### config.mk
export PLATFORM = sky130hd
export DESIGN_NAME = dram_read_master
export DESIGN_NICKNAME = d
export VERILOG_FILES = /design/src/rtl/dram_read_master.sv
export SDC_FILE = /design/constraint.sdc
export NUM_CORES = 1
export LEC_CHECK = 0
export CAP_MARGIN = 20
export CORE_AREA = 2 2 145 147
export CTS_BUF_LIST = sky130_fd_sc_hd__clkbuf_4 sky130_fd_sc_hd__clkbuf_8
export DETAILED_ROUTE_END_ITERATION = 8
export DIE_AREA = 0 0 147 149
export PLACE_DENSITY = 0.71
export SETUP_SLACK_MARGIN = 0.05
export SYNTH_ARGS = -nofsm -noshare
export SYNTH_HDL_FRONTEND = slang
export SYNTH_SLANG_ARGS = --single-unit
### constraint.sdc
create_clock -name s_axi_aclk -period 2.4 [get_ports s_axi_aclk]
set_clock_uncertainty 0.2 [all_clocks]
set_input_delay 0.48 -clock s_axi_aclk [delete_from_list [all_inputs] [get_ports s_axi_aclk]]
set_output_delay 0.48 -clock s_axi_aclk [all_outputs]
set_load 0.02 [all_outputs]
### src/rtl/dram_read_master.sv
`default_nettype none
// ============================================================================
// Module      : dram_read_master
// Description : AXI4 read master turning one (addr, len) request pulse into
//               INCR read bursts and streaming the returned beats out.
//               Optional macro DRAM_READ_4K_SPLIT_EN splits bursts that
//               would cross a 4KB boundary into two back-to-back bursts.
// Revision    : 1.0 - initial release
// ============================================================================
module dram_read_master #(
    parameter int DRAM_ADDR_WIDTH = 39,
    parameter int DRAM_DATA_WIDTH = 128,
    parameter int AXI_ID          = 0
) (
    input  logic                       s_axi_aclk,
    input  logic                       dram_reader_reset,
    input  logic [DRAM_ADDR_WIDTH-1:0] dram_read_addr,
    input  logic [7:0]                 dram_read_len,
    input  logic                       dram_read_en,
    input  logic                       dram_buffer_full,
    output logic                       dram_read_busy,
    output logic [DRAM_DATA_WIDTH-1:0] dram_read_data,
    output logic                       dram_read_data_valid,
    output logic                       dram_read_error,
    output logic                       dram_read_drop,
    output logic [DRAM_ADDR_WIDTH-1:0] m_axi_araddr,
    output logic [7:0]                 m_axi_arlen,
    output logic [2:0]                 m_axi_arsize,
    output logic [1:0]                 m_axi_arburst,
    output logic [5:0]                 m_axi_arid,
    output logic                       m_axi_arvalid,
    input  logic                       m_axi_arready,
    input  logic [DRAM_DATA_WIDTH-1:0] m_axi_rdata,
    input  logic [1:0]                 m_axi_rresp,
    input  logic                       m_axi_rlast,
    input  logic                       m_axi_rvalid,
    output logic                       m_axi_rready
);

    localparam int c_BPB  = DRAM_DATA_WIDTH / 8;
    localparam int c_SIZE = $clog2(c_BPB);

    typedef enum logic [1:0] {
        S_IDLE  = 2'd0,
        S_ADDR  = 2'd1,
        S_DATA  = 2'd2,
        S_ADDR2 = 2'd3
    } state_t;

    state_t     r_state;
    logic [7:0] r_beat_idx;

    logic [DRAM_ADDR_WIDTH-1:0] w_addr_aligned;
    logic                       w_beat;
    logic                       w_unused_ok;

    assign m_axi_arsize   = 3'(c_SIZE);
    assign m_axi_arburst  = 2'b01;
    assign m_axi_arid     = 6'(AXI_ID);
    assign w_addr_aligned = {dram_read_addr[DRAM_ADDR_WIDTH-1:c_SIZE], {c_SIZE{1'b0}}};
    assign w_beat         = m_axi_rvalid & m_axi_rready;
    assign w_unused_ok    = &{1'b0, m_axi_rresp[0], dram_read_addr[c_SIZE-1:0]};

`ifdef DRAM_READ_4K_SPLIT_EN
    logic [12:0]                 w_offset;
    logic [19:0]                 w_end;
    logic                        w_cross;
    logic [12:0]                 w_room;
    logic [7:0]                  w_len1;
    logic [7:0]                  w_len2;
    logic [DRAM_ADDR_WIDTH-13:0] w_page_next;
    logic [DRAM_ADDR_WIDTH-1:0]  w_addr2;
    logic                        r_split_pend;
    logic [DRAM_ADDR_WIDTH-1:0]  r_addr2;
    logic [7:0]                  r_len2;

    // First burst runs up to the 4KB edge, the second starts on the next page.
    assign w_offset    = {1'b0, w_addr_aligned[11:0]};
    assign w_end       = 20'(w_offset) + ((20'(dram_read_len) + 20'd1) << c_SIZE);
    assign w_cross     = w_end > 20'd4096;
    assign w_room      = 13'd4096 - w_offset;
    assign w_len1      = 8'((w_room >> c_SIZE) - 13'd1);
    assign w_len2      = dram_read_len - w_len1 - 8'd1;
    assign w_page_next = w_addr_aligned[DRAM_ADDR_WIDTH-1:12] + {{(DRAM_ADDR_WIDTH-13){1'b0}}, 1'b1};
    assign w_addr2     = {w_page_next, 12'h000};
`endif

    always_ff @(posedge s_axi_aclk) begin
        if (dram_reader_reset) begin
            r_state              <= S_IDLE;
            r_beat_idx           <= 8'd0;
            dram_read_busy       <= 1'b0;
            dram_read_data       <= '0;
            dram_read_data_valid <= 1'b0;
            dram_read_error      <= 1'b0;
            dram_read_drop       <= 1'b0;
            m_axi_araddr         <= '0;
            m_axi_arlen          <= 8'd0;
            m_axi_arvalid        <= 1'b0;
            m_axi_rready         <= 1'b0;
`ifdef DRAM_READ_4K_SPLIT_EN
            r_split_pend         <= 1'b0;
            r_addr2              <= '0;
            r_len2               <= 8'd0;
`endif
        end else begin
            dram_read_data_valid <= 1'b0;
            if (w_beat) begin
                dram_read_data       <= m_axi_rdata;
                dram_read_data_valid <= 1'b1;
            end
            if (dram_read_en && (r_state != S_IDLE)) begin
                dram_read_drop <= 1'b1;
            end

            case (r_state)
                S_IDLE: begin
                    if (dram_read_en) begin
                        dram_read_busy <= 1'b1;
                        m_axi_arvalid  <= 1'b1;
                        m_axi_araddr   <= w_addr_aligned;
                        m_axi_arlen    <= dram_read_len;
                        r_state        <= S_ADDR;
`ifdef DRAM_READ_4K_SPLIT_EN
                        r_split_pend   <= w_cross;
                        r_addr2        <= w_addr2;
                        r_len2         <= w_len2;
                        if (w_cross) begin
                            m_axi_arlen <= w_len1;
                        end
`endif
                    end
                end

                S_ADDR, S_ADDR2: begin
                    if (m_axi_arready) begin
                        m_axi_arvalid <= 1'b0;
                        m_axi_rready  <= ~dram_buffer_full;
                        r_beat_idx    <= 8'd0;
                        r_state       <= S_DATA;
                    end
                end

                S_DATA: begin
                    m_axi_rready <= ~dram_buffer_full;
                    if (w_beat) begin
                        r_beat_idx <= r_beat_idx + 8'd1;
                        // Protocol faults are flagged, but only rlast ends the burst.
                        if (m_axi_rresp[1] || (m_axi_rlast != (r_beat_idx == m_axi_arlen))) begin
                            dram_read_error <= 1'b1;
                        end
                        if (m_axi_rlast) begin
                            m_axi_rready <= 1'b0;
`ifdef DRAM_READ_4K_SPLIT_EN
                            if (r_split_pend) begin
                                r_split_pend  <= 1'b0;
                                m_axi_araddr  <= r_addr2;
                                m_axi_arlen   <= r_len2;
                                m_axi_arvalid <= 1'b1;
                                r_state       <= S_ADDR2;
                            end else begin
                                dram_read_busy <= 1'b0;
                                r_state        <= S_IDLE;
                            end
`else
                            dram_read_busy <= 1'b0;
                            r_state        <= S_IDLE;
`endif
                        end
                    end
                end
            endcase
        end
    end

endmodule
`default_nettype wire
==> impl_metrics.toml, run 1 <==
[timing]
hold-worst-slack_ns = 0.180
finalSetupTns_ns = 0
fmax_mhz = 455
hold_viol = 0
min_period_over_period = 0.916
setup_viol = 0
rsz0062_at_grt = "false"
fin_crit_ns = 2.20
drv_slew = 0

[grt]
grt_pass1_vias = 6322
grt_max_degree = 79
grt_use_met2 = 0.326
busiest_layer = "met2"
track_usage = 0.187
grt_overflow = 0
met1_usage = 0.212
antenna_found_initial = 0
grt_pass1_wl_mm = 32.8
use_met3 = 0.0786

[critical_path]
critPathTopFamily = "buffers and inverters"
startpoint = "m_axi_rready"
path_max_fanout = 6
worstReg2RegStart = "r_state[0]"
path_cells = "clkdlybuf4s50_1"
crit_path_end_kind = "output port"
worstSetupPathType = "reg2out"
cp_slowest_cell = "clkdlybuf4s50_1"
worstSetupStartpointType = "register"
worstPathArrival_ns = 1.52
path_buf_inv = 1
slowest_delay_ns = 0.64
critPathRequiredTime_ns = 1.72

[min_path]
holdCritStartpoint = "dram_reader_reset"
min_path_type = "in2reg"

[floorplanning]
core_area_um2 = 20600
ios = 376
initial_core_util = 0.331
die_x_um = 147
fp-row-count = 53
dieArea_um2 = 21900
die_h_um = 149

[clock_tree]
cts_tree = "done"
cts_made_buffers = 17
clock_path_buffers = 2
cts_sinks = 187
clk_latency_ns = 0.46
h-tree-depth = 4
cts.reportedPaths.clkPinSlew_ns = 0.10
cts_setup_buffers = 0
root_buffer = "clkbuf_8"

[drt]
vias = 6591
drc = 0
wl_per_cell_um = 14.4
drt.antenna.violating_nets = 0
first_pass_iters = 4
wl_mm = 21.1
viasPerCell = 4.51
drt_iter0_drc = 301

[status]
outcome = "complete, no violations"

[placed_design]
gp_congestion = 0.734
dp_cells = 1431
io_buffers = 355
dpl.hpwl_mm = 15.1

[synth]
netlist_top_cells_count = "nand2_1 (347), dfxtp_1 (187), a21oi_1 (179)"
synthSimpleGateAreaFrac = 0.217
synth_xor_area_frac = 0.0180
synth_top_area_share = 0.550
synthCells = 848
yosys-top-cells-area = "dfxtp_1 (55%), nand2_1 (19%), a21oi_1 (13%), buf_4 (2.9%), xor2_1 (1.5%)"
yosysTopAreaCell = "dfxtp_1"
synth_top_family_by_area = "simple AND/OR/NAND/NOR gates"
synth-main-ff-cell = "dfxtp_1"
yosys_register_bits = 187
syn_avg_cell_area_um2 = 8.03
synth_mux_area_frac = 0.00147
netlist_area_um2 = 6810
yosysMostFrequentCell = "nand2_1"
ys_types = 34
synth_fa_ha_area_frac = 0.00184
synth_edf_count = 0
yosysSeqAreaShare = 0.550
yosys_warnings = 0
synth_compound_area_frac = 0.149
async_flop_share = 0

[finish]
final_cells = 1462
nets = 1360
area_growth_pct = 61.0
layout-drive-gt1-share = 0.0480
n_antenna_cell = 0

[power_and_ir_drop]
power_density_nw_per_um2 = 589
p_leak_nw = 3.88
power_mw = 6.46
max-vdd-ir-drop_mv = 0.277

[job]
drv_cap = 0
path summary, 6_finish.rpt:
path	end	depth (start not counted)	slack, ns
worst max-delay path	m_axi_rready	1	0.20
worst min-delay path	r_beat_idx[0]	2	0.18
worst max register to register	r_beat_idx[5]	5	0.77
worst min register to register	dram_read_drop	2	0.25
placed cells by master (no fill, tap or decap), types with 3 or more instances in the layout:
cell type	netlist	final
conb_1	2	15
nor2_1	13	13
clkbuf_8	0	18
buf_4	26	7
inv_1	4	4
clkdlybuf4s50_1	0	354
o2111ai_1	3	3
a21oi_1	179	179
xor2_1	12	12
buf_12	0	8
inv_8	0	5
o21ai_0	3	3
nand2_1	347	346
dfxtp_1	187	186
flip-flops by register name (all words and copies together) (netlist names):
| name | count |
|---|---|
| dram_read_busy | 1 |
| dram_read_data_valid | 1 |
| m_axi_arvalid | 1 |
| m_axi_arlen | 8 |
| dram_read_drop | 1 |
| r_state | 2 |
| dram_read_data | 128 |
| r_beat_idx | 8 |
| m_axi_araddr | 35 |
| dram_read_error | 1 |
| m_axi_rready | 1 |
worst register-to-register path, delay by kind of cell (launching register included):
kind,cells,cell delay [ns]
flops,1,0.44
simple gates,2,0.28
compound gates,1,0.24
buf+inv,1,0.17
xor+xnor,1,0.17
logic make-up (layout without fill, tap and decap cells):
kind of cell             count (synthesis)  after routing
adder cells (fa/ha/maj)                  1              1
flip-flops                             187            187
AND/OR/NAND/NOR                        374            374
AO/OA/AOI/OAI                          191            191
buffers and inverters                   78            404
multiplexers                             1              1
XOR/XNOR                                14             14
other                                    2             15
layer usage:
| metal | share of wire | up-vias |
|---|---|---|
| li1 | - | 3354 |
| met2 | 0.49 | 247 |
| met1 | 0.40 | 2971 |
| met3 | 0.095 | 19 |
| met5 | 0 | - |
| met4 | 0.016 | 0 |
stage by stage:
stage | cell area [µm²] | utilization | setup WS, ns
after floorplan | 6860 | - | 0.846
after global placement | 10600 | 0.514 | 0.219
after detailed placement | 10600 | 0.514 | 0.200
after CTS | 11000 | 0.533 | 0.147
after global routing | 11000 | 0.533 | 0.129
final | 11000 | 0.533 | 0.202
power breakdown:
part | switching (mW) | internal, mW | total (mW)
combinational | 0.491 | 0.542 | 1.03
sequential | 0.0626 | 3.21 | 3.28
clock | 1.25 | 0.898 | 2.15
total | 1.81 | 4.65 | 6.46
area by class of cell:
cell class | count | area [µm²]
timing repair buffer | 369 | 3760
clock inverter | 13 | 153
multi-input combinational | 596 | 2710
clock buffer | 18 | 248
inverter | 4 | 15.0
fill | 1952 | 9590
tap | 275 | 344
sequential | 187 | 3740
what timing repair did:
item	CTS	global route
hold buffers	0	0
endpoints found under the setup margin	1	0
resized for setup	1	0
No activity file was read; power rests on OpenSTA's default activity.
==> inputs of run 2 (changes only) <==
--- a/config.mk
+++ b/config.mk
@@ -7,9 +7,8 @@
 export LEC_CHECK = 0
 export CAP_MARGIN = 20
-export CORE_AREA = 2 2 145 147
+export CORE_MARGIN = 1.5
+export CORE_UTILIZATION = 30
 export CTS_BUF_LIST = sky130_fd_sc_hd__clkbuf_4 sky130_fd_sc_hd__clkbuf_8
 export DETAILED_ROUTE_END_ITERATION = 8
-export DIE_AREA = 0 0 147 149
-export PLACE_DENSITY = 0.71
 export SETUP_SLACK_MARGIN = 0.05
 export SYNTH_ARGS = -nofsm -noshare
==> constraint.sdc (replaced) <==
create_clock -name s_axi_aclk -period 2.4 [get_ports s_axi_aclk]
set_clock_uncertainty 0.2 [all_clocks]
set_input_delay 0.24 -clock s_axi_aclk [delete_from_list [all_inputs] [get_ports s_axi_aclk]]
set_output_delay 0.24 -clock s_axi_aclk [all_outputs]
set_load 0.02 [all_outputs]
==> run 2 against run 1 <==
First-iteration DRC count is 23% higher; largest power group unchanged; fmax up 5.4%; sequential share of layout area about the same; cell count rose by 0.21%; non-clock buffer count stayed put; clock power about the same; register-to-register slack got worse by 0.18 ns; worst hold slack worse by 0.14 ns; critical endpoint unchanged.
==> impl_metrics.toml, run 2 (same netlist as run 1, synthesis figures left out) <==
[critical_path]
path_max_fanout = 6
path_cells = "clkdlybuf4s50_1"
slowest_delay_ns = 0.68
regToRegSetupSlack_ns = 0.59
cp_slowest_cell = "clkdlybuf4s50_1"
worstPathArrival_ns = 1.65
critPathRequiredTime_ns = 1.96
path_buf_inv = 1
worstSetupStartpointType = "register"
critPathTopFamily = "buffers and inverters"
crit_path_end_kind = "output port"
worstSetupPathType = "reg2out"

[placed_design]
io_buffers = 355
gp_congestion = 0.736
dpl.hpwl_mm = 15.6

[finish]
nets = 1360
n_antenna_cell = 0
area_growth_pct = 60.8
top_regs = "dram_read_data (128), m_axi_araddr (35)"
largest_reg_flops = 128
mostFrequentLayoutCells = "clkdlybuf4s50_1 (354), nand2_1 (346), dfxtp_1 (187)"
final_common_cell = "clkdlybuf4s50_1"
regMostFlops = "dram_read_data"
layout-drive-gt1-share = 0.0456

[timing]
fin_crit_ns = 2.09
drv_slew = 0
finalSetupTns_ns = 0
rsz0062_at_grt = "false"
hold_viol = 0
setup_viol = 0
min_period_over_period = 0.869
fmax_mhz = 480

[power_and_ir_drop]
max-vdd-ir-drop_mv = 0.367
pwr-share-seq = 0.505
p_leak_nw = 3.86
power_switching_mw = 1.71
power_mw = 6.49
clockPowerShare = 0.336
switching_share = 0.263
power_density_nw_per_um2 = 592
p_comb_frac = 0.160
p_int_mw = 4.78

[clock_tree]
post_cts_resized = 0
cts.reportedPaths.clkPinSlew_ns = 0.10
h-tree-depth = 4
cts_tree = "done"
clk_latency_ns = 0.44
cts_setup_buffers = 0
cts_sinks = 187
hold_buffers = 0
clock_path_buffers = 2
cts_made_buffers = 17
root_buffer = "clkbuf_8"

[drt]
vias = 6600
wl_mm = 22.0
first_pass_iters = 4
drc = 0
drt_iter0_drc = 371
drt.antenna.violating_nets = 0
wl_per_cell_um = 15.0
viasPerCell = 4.51

[grt]
grt_max_degree = 57
grt_overflow = 0
grt_pass1_wl_mm = 34.6
track_usage = 0.184
antenna_found_initial = 0
grt_pass1_vias = 6378

[floorplanning]
dieArea_um2 = 23600
die_h_um = 154
fp-row-count = 54
initial_core_util = 0.309
ios = 376
die_x_um = 154
core_area_um2 = 22000

[status]
outcome = "complete, no violations"

[job]
drv_cap = 0

[min_path]
min_path_type = "in2reg"
==> run 2: final timing paths <==
kind | cells after the start | end | startpoint
setup reg to reg | 4 | r_beat_idx[3] | m_axi_rready
hold reg to reg | 2 | m_axi_araddr[21] | m_axi_araddr[21]
hold / removal | 2 | dram_read_data_valid | dram_reader_reset
setup / recovery | 1 | m_axi_rready | m_axi_rready
==> run 2: final cells by class <==
class	instances	area, µm²
clock buffers	17	234
fillers	2171	11100
well taps	280	350
repair buffers	369	3740
flip-flops and latches	187	3740
multi-input cells	596	2710
inverters	4	15.0
clock inverters	12	163
==> run 2: metal layers <==
| layer | global-route usage | vias to the layer above | part of all wire |
|---|---|---|---|
| met5 | 0 | - | 0 |
| met4 | 0.0472 | 0 | 0.0091 |
| met3 | 0.0648 | 14 | 0.086 |
| met2 | 0.314 | 245 | 0.48 |
| met1 | 0.221 | 2996 | 0.42 |
| li1 | - | 3345 | - |
==> run 2: per-stage QoR <==
step	hold slack [ns]	util	area (µm²)	cells	setup WS [ns]
6_report	0.0430	0.497	11000	1465	0.315
5_1_grt	0.0210	0.497	11000	1465	0.222
4_1_cts	0.00709	0.497	11000	1465	0.257
3_5_place_dp	0.246	0.479	10600	1436	0.291
3_3_place_gp	0.238	0.479	10600	1436	0.338
2_1_floorplan	0.176	-	6860	861	0.853
==> run 2: power by group through the flow <==
stage,clock [mW],sequential (mW),combinational (mW)
floorplan,0,3.47,0.321
global placement,0,3.34,1.04
detailed placement,0,3.35,1.04
CTS,2.29,3.28,1.05
global route,2.43,3.29,1.11
finish,2.18,3.27,1.04
